[src/rtl/return_addr_stack.sv]
// return_addr_stack
//   Return-address stack beside the PC register. A call pushes PC+1 from the
//   incrementer; a return pops it so the next-PC mux can redirect fetch
//   without a memory access.
//
// Parameters
//   WIDTH  address width (matches PC width)
//   DEPTH  number of entries, power of two, >= 2
//
// Ports
//   clk        system clock, all state changes on the rising edge
//   reset      synchronous active-high reset
//   push       call: store push_data on this edge
//   pop        return: discard top entry on this edge
//   push_data  return address (PC+1)
//   clr_err    synchronous clear of the sticky error flags
//   top        current top-of-stack, 0 when empty (registered state only)
//   count      entries held, 0..DEPTH
//   empty      count == 0
//   full       count == DEPTH
//   overflow   sticky: a push was dropped while full
//   underflow  sticky: a pop was made while empty
//
// Configuration
//   RAS_WRAP_EN  when defined, push while full overwrites the oldest entry
//                circularly instead of being dropped; overflow never sets.
module return_addr_stack #(
  parameter int WIDTH = 16,
  parameter int DEPTH = 16
) (
  input  logic                     clk,
  input  logic                     reset,
  input  logic                     push,
  input  logic                     pop,
  input  logic [WIDTH-1:0]         push_data,
  input  logic                     clr_err,
  output logic [WIDTH-1:0]         top,
  output logic [$clog2(DEPTH):0]   count,
  output logic                     empty,
  output logic                     full,
  output logic                     overflow,
  output logic                     underflow
);

  localparam int PW = $clog2(DEPTH);
  localparam logic [PW-1:0] PTR_ONE  = PW'(1);
  localparam logic [PW:0]   CNT_ONE  = (PW+1)'(1);
  localparam logic [PW:0]   CNT_FULL = (PW+1)'(DEPTH);

  logic [WIDTH-1:0] mem [DEPTH];
  logic [PW-1:0]    wp;
  logic [PW-1:0]    topIdx;

  // Decoded per-edge action
  logic             memWe;
  logic [PW-1:0]    memAddr;
  logic [PW-1:0]    wpNxt;
  logic [PW:0]      cntNxt;
  logic             ovfSet;
  logic             unfSet;

  // wp is modulo DEPTH, so wp-1 wraps naturally to the last slot.
  assign topIdx = wp - PTR_ONE;
  assign empty  = (count == '0);
  assign full   = (count == CNT_FULL);
  assign top    = empty ? '0 : mem[topIdx];

  always_comb begin
    memWe   = 1'b0;
    memAddr = wp;
    wpNxt   = wp;
    cntNxt  = count;
    ovfSet  = 1'b0;
    unfSet  = 1'b0;
    if (push && pop && !empty) begin
      // Tail call / simultaneous call+return: replace top in place.
      memWe   = 1'b1;
      memAddr = topIdx;
    end else if (push && !full) begin
      // Also covers push+pop on an empty stack (plain push, no underflow).
      memWe  = 1'b1;
      wpNxt  = wp + PTR_ONE;
      cntNxt = count + CNT_ONE;
    end else if (push) begin
`ifdef RAS_WRAP_EN
      // Circular overwrite: the slot at wp holds the oldest entry when full.
      memWe = 1'b1;
      wpNxt = wp + PTR_ONE;
`else
      ovfSet = 1'b1;
`endif
    end else if (pop && !empty) begin
      wpNxt  = topIdx;
      cntNxt = count - CNT_ONE;
    end else if (pop) begin
      unfSet = 1'b1;
    end
  end

  // Storage carries no reset; empty masks stale contents on top.
  always_ff @(posedge clk) begin
    if (memWe && !reset) mem[memAddr] <= push_data;
  end

  always_ff @(posedge clk) begin
    if (reset) begin
      wp        <= '0;
      count     <= '0;
      overflow  <= 1'b0;
      underflow <= 1'b0;
    end else begin
      wp        <= wpNxt;
      count     <= cntNxt;
      // A new error on the same edge as clr_err wins.
      overflow  <= ovfSet | (overflow  & ~clr_err);
      underflow <= unfSet | (underflow & ~clr_err);
    end
  end

endmodule

[config.mk]
export PLATFORM = sky130hd
export DESIGN_NAME = return_addr_stack
export DESIGN_NICKNAME = d
export VERILOG_FILES = /design/src/rtl/return_addr_stack.sv
export SDC_FILE = /design/constraint.sdc
export NUM_CORES = 1
export LEC_CHECK = 0
export CAP_MARGIN = 5
export CORE_AREA = 3 3 252 130
export CTS_CLUSTER_SIZE = 16
export DETAILED_ROUTE_END_ITERATION = 6
export DIE_AREA = 0 0 255 133
export HOLD_SLACK_MARGIN = 0.05
export PLACE_DENSITY = 0.59
export SKIP_LAST_GASP = 1
export SLEW_MARGIN = 30
export SYNTH_ARGS = -nofsm -noshare
export SYNTH_HDL_FRONTEND = slang
export SYNTH_SLANG_ARGS = --single-unit
[constraint.sdc]
create_clock -name clk -period 3.7 [get_ports clk]
set_input_delay 1.11 -clock clk [delete_from_list [all_inputs] [get_ports clk]]
set_output_delay 1.11 -clock clk [all_outputs]
set_load 0.005 [all_outputs]
# --- After elaboration in Yosys (flattened, before gate mapping) ---
# Memory sizes are Yosys's and may differ from the RTL's.
# Cells that the tools add are included.
word_totals:
  wordCells: 48
  memories: 1
  ramBits: 256
  inputBits: 21
  register_bits: 11
  output_inout_bits: 25
memory_table:
  columns: ["name", "words", "width", "read_ports", "rd_ports_with_merged_regs", "wr", "line", "source"]
  rows:
  - ["mem", 16, 16, 1, 0, 1, "50", "logic [WIDTH-1:0] mem [DEPTH];"]
classes:
  addsub: 4
  reduce_logical: 11
  eq_ne: 2
  bitwise_logic: 6
  mux: 20
op_table:
  columns: ["op", "count"]
  rows:
  - ["two-way mux 16 bit", 1]
  - ["two-way mux 4 bit", 4]
  - ["two-way mux 5 bit", 3]
  - ["two-way mux 1 bit", 12]
  - ["adder 5 x 1 -> 5 bit (second input constant)", 1]
  - ["equality test 5 bit (second input constant)", 1]
  - ["logical AND 1 bit", 5]
  - ["zero test 5 bit", 1]
  - ["subtractor 5 x 1 -> 5 bit (second input constant)", 1]
  - ["adder 4 x 1 -> 4 bit (second input constant)", 1]
  - ["subtractor 4 x 1 -> 4 bit (second input constant)", 1]
  - ["zero test 1 bit", 3]
  - ["AND reduction 3 bit", 1]
  - ["AND 1 bit", 2]
  - ["!= test 2 x 1 -> 1 bit (second input constant)", 1]
  - ["inverter 1 bit", 2]
  - ["bitwise OR 1 bit", 2]
  - ["nonzero test 2 bit", 1]

# --- Logic depth before layout (Yosys ltp) ---
# Gate-level depths: netlist of run 1.
depth:
  ltp_word: 8
  mapped_depth: 11
  mapped_depth_nobuf: 10

# --- Worst setup path after synthesis of run 1 ---
# No wires, ideal clock.
synth_path:
  path_kind: "register to output"
  startpoint: "register wp[0]"
  endpoint: "output top[10]"
  slack_ns: -0.136
  arrival_time_ns: 2.726
  required_time_ns: 2.590
  path_stages_with_launch: 12
  n_path_buf: 7
  path_cell_list: "dfxtp_1 -> buf_2 -> buf_4 -> buf_2 -> clkinv_1 -> ha_1 -> buf_2 -> buf_2 -> buf_2 -> buf_2 -> mux2i_1 -> a211oi_1"
synth_via:
  elab_chain_len: 3
synth_rtl:
  columns: ["element", "line", "source"]
  rows:
  - ["start, declared", "51", "logic [PW-1:0] wp;"]
  - ["start signal, assigned", "112", "wp <= wpNxt;"]
  - ["subtractor 4 x 1 -> 4 bit", "63", "assign topIdx = wp - PTR_ONE;"]
  - ["memory read (16 x 16 bit)", null, null]
  - ["two-way mux 16 bit", "66", "assign top = empty ? '0 : mem[topIdx];"]
  - ["end, declared", "37", "output logic [WIDTH-1:0] top,"]
# Every way passes these cells.

# --- Worst setup path in the final report of run 1 ---
layout_path:
  startpoint: "register wp[0]"
  endpoint: "output top[9]"
# The elaborated chain is that of the path after synthesis.

==> impl_results.md, run 1 <==
- Fin Clk Skew: 18.5 ps
- Die Y: 133 um
- Initial Utilization: 35.3%
- Min Tclk post-route: 3720 ps
- Reg2reg end: count[4]
- Initial antenna violation count: 0
- Largest net degree at the start of global routing: 20
- First-pass GRT wire length: 37.8 mm
- Switching power: 3.94 mW
- Total power: 12.1 mW
- Rows: 45
- Fmax: 0.269 GHz
- RSZ-0062 raised after global routing: yes
- Post-DP HPWL: 14.6 mm
- Routability cong.: 0.732
- DR iter-0 viols: 496
- Crit path largest cell delay: 360 ps
- Uppermost layer routed: met4
- Internal Power: 8.19 mW
- Post-detailed-route wirelength per cell: 23.3 um
- Reg-to-reg startpoint: count[1]
- Routed Antenna Nets: 0
- Fin nets: 681
- Cell Count Post-Placement: 1002
- Class of the worst hold path: flop to flop
- Post-synth EDFFs: 256
- DR vias/cell: 5.24
- Final-report hold violation count: 0
- Tcrit/Tclk final: 101%
- Synthesis Warnings: 0
- Final WL: 25.1 mm
- Post-Syn Area: 10700 um^2
- Primary FF master, synth: edfxtp_1
- Worst setup SP type: flop
- Worst Reg2Reg Path Length in Cells: 11
- Fillers: 2522
- TritonCTS Sinks: 267
- Num CTS Buffers: 26
- Area grow syn2layout: 27.3%
- Slew Viols, Final: 0
- Met2 WL post-DR: 11.8 mm
- Worst EP arrival: 2610 ps
- Critical path, cell by cell: clkinv_2 -> ha_4 -> buf_6 -> bufbuf_16 -> buf_4 -> mux4_2 -> nor2b_4 -> a211oi_2 -> a211oi_2 -> buf_2
- Failing checks: setup timing
- Netlist cell types: 43
- Power share of the combinational group: 47.5%
- R2R Setup Slk: 800 ps
- WL met1: 11.8 mm
- Sequential element share of the synthesized area: 73.6%
- VDD IR max: 0.432 mV
- Tot GR Track Use: 15.0%
- Place WS: 106 ps
- Crit Path Max Fanout: 6
- Max-cap violations: 0
- Lkg Pwr: 4.42 nW
- CP Class: flop to output pin
- DRC: 0
- Slowest-stage cell, CP: dfxtp_4
- DR WL met3: 1.16 mm
- Mapped Cells: 539
- ANT cells: 0
- Clock power frac: 22.5%
- Worst setup startpoint: wp[0]
- Sw Share: 32.5%
- Worst hold margin: 494 ps
- Max transition margin: 56.4%
- Worst slew pin tran: 650 ps
- Setup ws final: -19.7 ps
- Final setup vio count: 2
- Longest Clk Path Bufs: 3
- Worst hold start: overflow
- Synthesized area per cell: 19.9 um^2
- Via count: 5628
- Status: finished, violations left
- Global route overflow: 0
- Net count after synthesis: 564
- CTS tree: built
- I/O pin cnt: 46
- Crit. End Element: output pin
- Share of post-route cells with drive strength above 1: 35.6%
- Clock root buffer: clkbuf_16
- Die footprint: 33900 um^2
- Core area: 30400 um^2
- Asr flop ratio synth: 0%
- Crit-path most repeated cell: a211oi_2
- Vias in the first global route: 5704
- Power Density: 887 nW/um^2
- H-Tree Depth: 1
- WP data required: 2590 ps
- Port bufs: 45
- CP Capture Point: top[9]
- Sequential power share: 30.1%
- Worst-Skew Late Latency: 540 ps
- Drt first pass iters: 4
- Die width: 255 um
- Final cell count without fillers: 1074
- Synth Register Bits: 267
- Clock slew at reported path FFs: 70 ps
==> worst min path at each step <==
stage / end / slack, ps / cells after the start
4_1_cts: overflow / 510 / 2
5_1_grt: overflow / 540 / 2
2_1_floorplan: underflow / 470 / 2
6_report: overflow / 490 / 2
3_3_place_gp: underflow / 490 / 2
3_5_place_dp: underflow / 490 / 2
==> per-stage QoR <==
step / area (um^2) / utilization [%] / setup TNS [ps]
floorplan: 10800 / - / 0
global placement: 12200 / 40.3 / 0
detailed placement: 12200 / 40.3 / 0
CTS: 13600 / 44.7 / -418
global route: 13700 / 45.0 / -360
finish: 13700 / 45.0 / -29.9
==> metal layers <==
layer	GRT usage (%)	up-vias
met5	0	-
met1	22.6	3003
met4	2.88	0
li1	-	2469
met2	23.5	129
met3	2.14	27
==> power groups by stage <==
stage | sequential [mW] | clock, mW | combinational, mW
final | 3.65 | 2.73 | 5.76
after global routing | 3.67 | 2.92 | 6.13
after CTS | 3.65 | 2.78 | 5.60
after detailed placement | 3.71 | 0 | 4.70
after global placement | 3.70 | 0 | 4.70
after floorplan | 3.68 | 0 | 2.66
==> area by class of cell <==
type	count	area, um^2	area share (%)
flip-flops and latches	267	7910	57.8
multi-input cells	235	2890	21.1
repair buffers	118	1460	10.7
clock buffers	33	677	4.95
well taps	399	499	3.65
clock inverters	14	214	1.56
inverters	8	31.3	0.229
==> cell usage in the layout, fill, tap and decap left out, types with 8 or more instances in the layout <==
cell type,Yosys,final
nor2b_1,20,13
clkdlybuf4s50_1,0,29
dfxtp_1,11,10
mux2i_2,0,8
a211oi_1,35,13
a211oi_2,0,22
mux4_2,64,64
nor2_1,19,12
edfxtp_1,256,256
buf_4,1,34
clkbuf_16,0,26
mux2i_1,23,15
buf_12,0,26
==> logic make-up (layout without fill, tap and decap cells) <==
group | count (synthesis) | in the layout | synth area share (%)
adders and majority gates | 4 | 4 | 0.466
xor gates and xnor gates | 9 | 9 | 0.733
buffers and inverters | 37 | 173 | 1.59
and+or+nand+nor | 73 | 73 | 3.63
muxes | 88 | 88 | 15.7
AOI/OAI and AO/OA | 61 | 61 | 4.34
DFF | 267 | 267 | 73.6
==> flip-flops by register name, summed over array words and instances (netlist names) <==
| name | flops |
|---|---|
| overflow | 1 |
| mem | 256 |
| count | 5 |
| underflow | 1 |
| wp | 4 |
==> worst max-delay path, delay by kind of cell, from the launching register on <==
family          cells  cell delay, ps
compound gates      2             240
fa+ha+maj           1             330
buf+inv             5             750
flops               1             360
mux                 1             280
simple gates        1             140
==> cells in the mapped netlist (all sizes together), types with 2 or more instances <==
cell type | number | area, um^2
edfxtp | 256 | 7690
mux4 | 64 | 1440
a211oi | 35 | 263
mux2i | 23 | 230
buf | 22 | 115
nor2b | 20 | 125
nor2 | 19 | 71.3
dfxtp | 11 | 220
clkbuf | 7 | 26.3
inv | 7 | 26.3
nand2 | 7 | 26.3
a21oi | 6 | 30.0
o21ai | 6 | 45.1
and2 | 5 | 31.3
nand3 | 5 | 25.0
nor3 | 5 | 35.0
xnor2 | 5 | 43.8
a31oi | 4 | 25.0
and3 | 4 | 25.0
ha | 4 | 50.1
xor2 | 4 | 35.0
o211ai | 3 | 36.3
or3 | 3 | 18.8
nor4 | 2 | 12.5
==> repair_timing <==
item	in CTS	in global routing
setup endpoints to repair	16	16
hold buffers	0	0
buffers inserted	17	3
gates cloned	5	0
gates resized for setup	63	29
pin swaps	8	8
No activity file was read; power rests on OpenSTA's default activity.
==> run 2: changes to the inputs <==
CORE_AREA = 3 3 189 173   (was 3 3 252 130)
DIE_AREA = 0 0 192 176   (was 0 0 255 133)
==> run 2 against run 1 <==
Compared with the run above:
- the run now ends clean
- utilization down 0.53 points
- global-route usage increased by 0.43 points
- sequential share of layout area hardly changed
- final cell count rose by 1.9%
- combinational power up 7.3%
- highest routed layer unchanged
- critical path type unchanged
- die area decreased by 0.36%
- routed wire length grew 3.3%
- non-clock buffer count increased by 7
- worst setup slack gained 38 ps
- clock power is 7.7% lower
==> impl_results.md, run 2 (same netlist as run 1, synthesis figures left out) <==
- Die width: 192 um
- Uppermost layer routed: met4
- Initial Utilization: 34.9%
- First-pass GRT wire length: 38.9 mm
- Final WL: 25.9 mm
- Slew Viols, Final: 0
- Fin nets: 689
- Via count: 5703
- Fillers: 2612
- Fmax: 0.272 GHz
- Met2 WL post-DR: 12.4 mm
- Share of post-route cells with drive strength above 1: 38.7%
- Largest net degree at the start of global routing: 22
- Final-report hold violation count: 0
- ANT cells: 0
- WL met1: 11.4 mm
- Worst EP arrival: 2570 ps
- Power Density: 903 nW/um^2
- R2R Setup Slk: 680 ps
- Worst path top cell family by delay: buffers and inverters
- Largest registers: mem x256, count x5, wp x4
- Critical path, cell by cell: buf_6 -> buf_16 -> mux4_2 -> nor2b_1 -> a211oi_2 -> a211oi_2 -> dlygate4sd2_1
- Initial antenna violation count: 0
- Fin Clk Skew: 24.0 ps
- CTS tree: built
- Clock root buffer: clkbuf_16
- DRC: 0
- Area occupied by multi-input gates: 2970 um^2
- Post-DP HPWL: 14.8 mm
- Worst Reg2Reg Path Length in Cells: 11
- Min Tclk post-route: 3680 ps
- Final setup vio count: 0
- Tot GR Track Use: 15.5%
- RSZ-0062 raised after global routing: yes
- Min-Delay Endpoint: underflow
- Bufs and invs on worst path: 3
- Routed Antenna Nets: 0
- Max-cap violations: 0
- Crit-path most repeated cell: a211oi_2
- WP data required: 2590 ps
- Num CTS Buffers: 27
- Worst-Skew Late Latency: 540 ps
- Crit Path Max Fanout: 11
- Lkg Pwr: 4.40 nW
- VDD IR max: 0.679 mV
- Final cell count without fillers: 1094
- Largest reg by FF count: mem
- Worst setup startpoint: wp[0]
- Most common library cell in the layout ignoring fill and taps: edfxtp_1
- Area grow syn2layout: 27.3%
- H-Tree Depth: 1
- Global route overflow: 0
- Reg-to-reg startpoint: count[1]
- Slowest-stage cell, CP: mux4_2
- Reg2reg end: count[4]
- I/O pin cnt: 46
- Worst slew pin tran: 648 ps
- Max reg flops: 256
- Crit path largest cell delay: 510 ps
- Max transition margin: 56.6%
- Drt first pass iters: 5
- Die footprint: 33800 um^2
- Vias in the first global route: 5951
- # hold bufs at CTS: 0
- Routability cong.: 0.796
- Longest Clk Path Bufs: 3
- Clock slew at reported path FFs: 60 ps
- Hold path depth: 2
- Tcrit/Tclk final: 99.5%
- Most frequent cells in the layout: edfxtp_1, mux4_2, buf_4, clkdlybuf4s50_1, buf_12
- Post-detailed-route wirelength per cell: 23.7 um
- Status: completed
- Port bufs: 45
- DR iter-0 viols: 494
- Worst hold start: underflow
- Crit. End Element: output pin
- Total power: 12.4 mW
- Area occupied by registers: 7910 um^2
- Worst setup SP type: flop
- CP Class: flop to output pin
- TritonCTS Sinks: 267
- DR vias/cell: 5.21
- Class of the worst hold path: flop to flop
- Rows: 61
- Die Y: 176 um
- Core area: 30800 um^2
- DR WL met3: 1.48 mm
- Cell Count Post-Placement: 1015
## run 2: cell count changes in the layout (fill, tap and decap cells not counted), sizes merged
| cell | change |
|---|---|
| buf | +12 |
| clkinvlp | +1 |
| clkinv | +6 |
| dlygate4sd2 | -4 |
| clkbuf | +2 |
| inv | +1 |
| clkdlybuf4s15 | -2 |
| bufbuf | -2 |
| bufinv | -4 |
## run 2: worst min-delay path: stages, from the launching register on
cell	delay [ps]
dfxtp_1	340
a32oi_1	60
nor2_1	80
## run 2: timing repair
item                                    CTS  global route
endpoints found under the setup margin   16            17
pin swaps                                 7             9
gates cloned                              5             0
resized for setup                        83            36
setup buffers                            22             6
## run 2: how the worst max path moves through the flow
stage / end / slack, ps / cells past startpoint
finish: top[5] / 20 / 7
global route: top[5] / -90 / 7
CTS: top[8] / -80 / 10
detailed placement: top[5] / 50 / 8
global placement: top[5] / 60 / 8
floorplan: top[10] / 10 / 11
## run 2: power by group
| part | internal [mW] | switching (mW) | total (mW) |
|---|---|---|---|
| sequential | 3.56 | 0.101 | 3.66 |
| combinational | 3.22 | 2.97 | 6.18 |
| clock | 1.41 | 1.11 | 2.52 |
## run 2: layer usage
layer	up-vias	track usage, %
met4	0	3.70
met2	179	24.3
li1	2494	-
met5	-	0
met1	2986	22.7
met3	44	2.60
## run 2: layout make-up
cell class	count	share of cell area, %
clock buffer	32	5.08
inverter	8	0.256
timing repair buffer	125	10.5
tap	409	3.74
clock inverter	18	0.878
sequential	267	57.8
multi-input combinational	235	21.7
## run 2: stage by stage
step / instance area, um^2 / setup TNS, ps / setup slack (ps) / util (%) / hold WS (ps)
finish: 13700 / 0 / 18.4 / 44.5 / 504
CTS: 13600 / -385 / -75.5 / 44.4 / 505
floorplan: 10800 / 0 / 13.3 / - / 471
global placement: 12300 / 0 / 55.8 / 39.9 / 462
detailed placement: 12300 / 0 / 54.4 / 39.9 / 490
global route: 13700 / -290 / -91.8 / 44.5 / 576
==> run 3: changes to the inputs <==
CAP_MARGIN = 20   (was 5)
HOLD_SLACK_MARGIN = not set   (was 0.05)
==> results of run 3 <==
The final DEF is identical to that of run 2; final timing and power are the same.
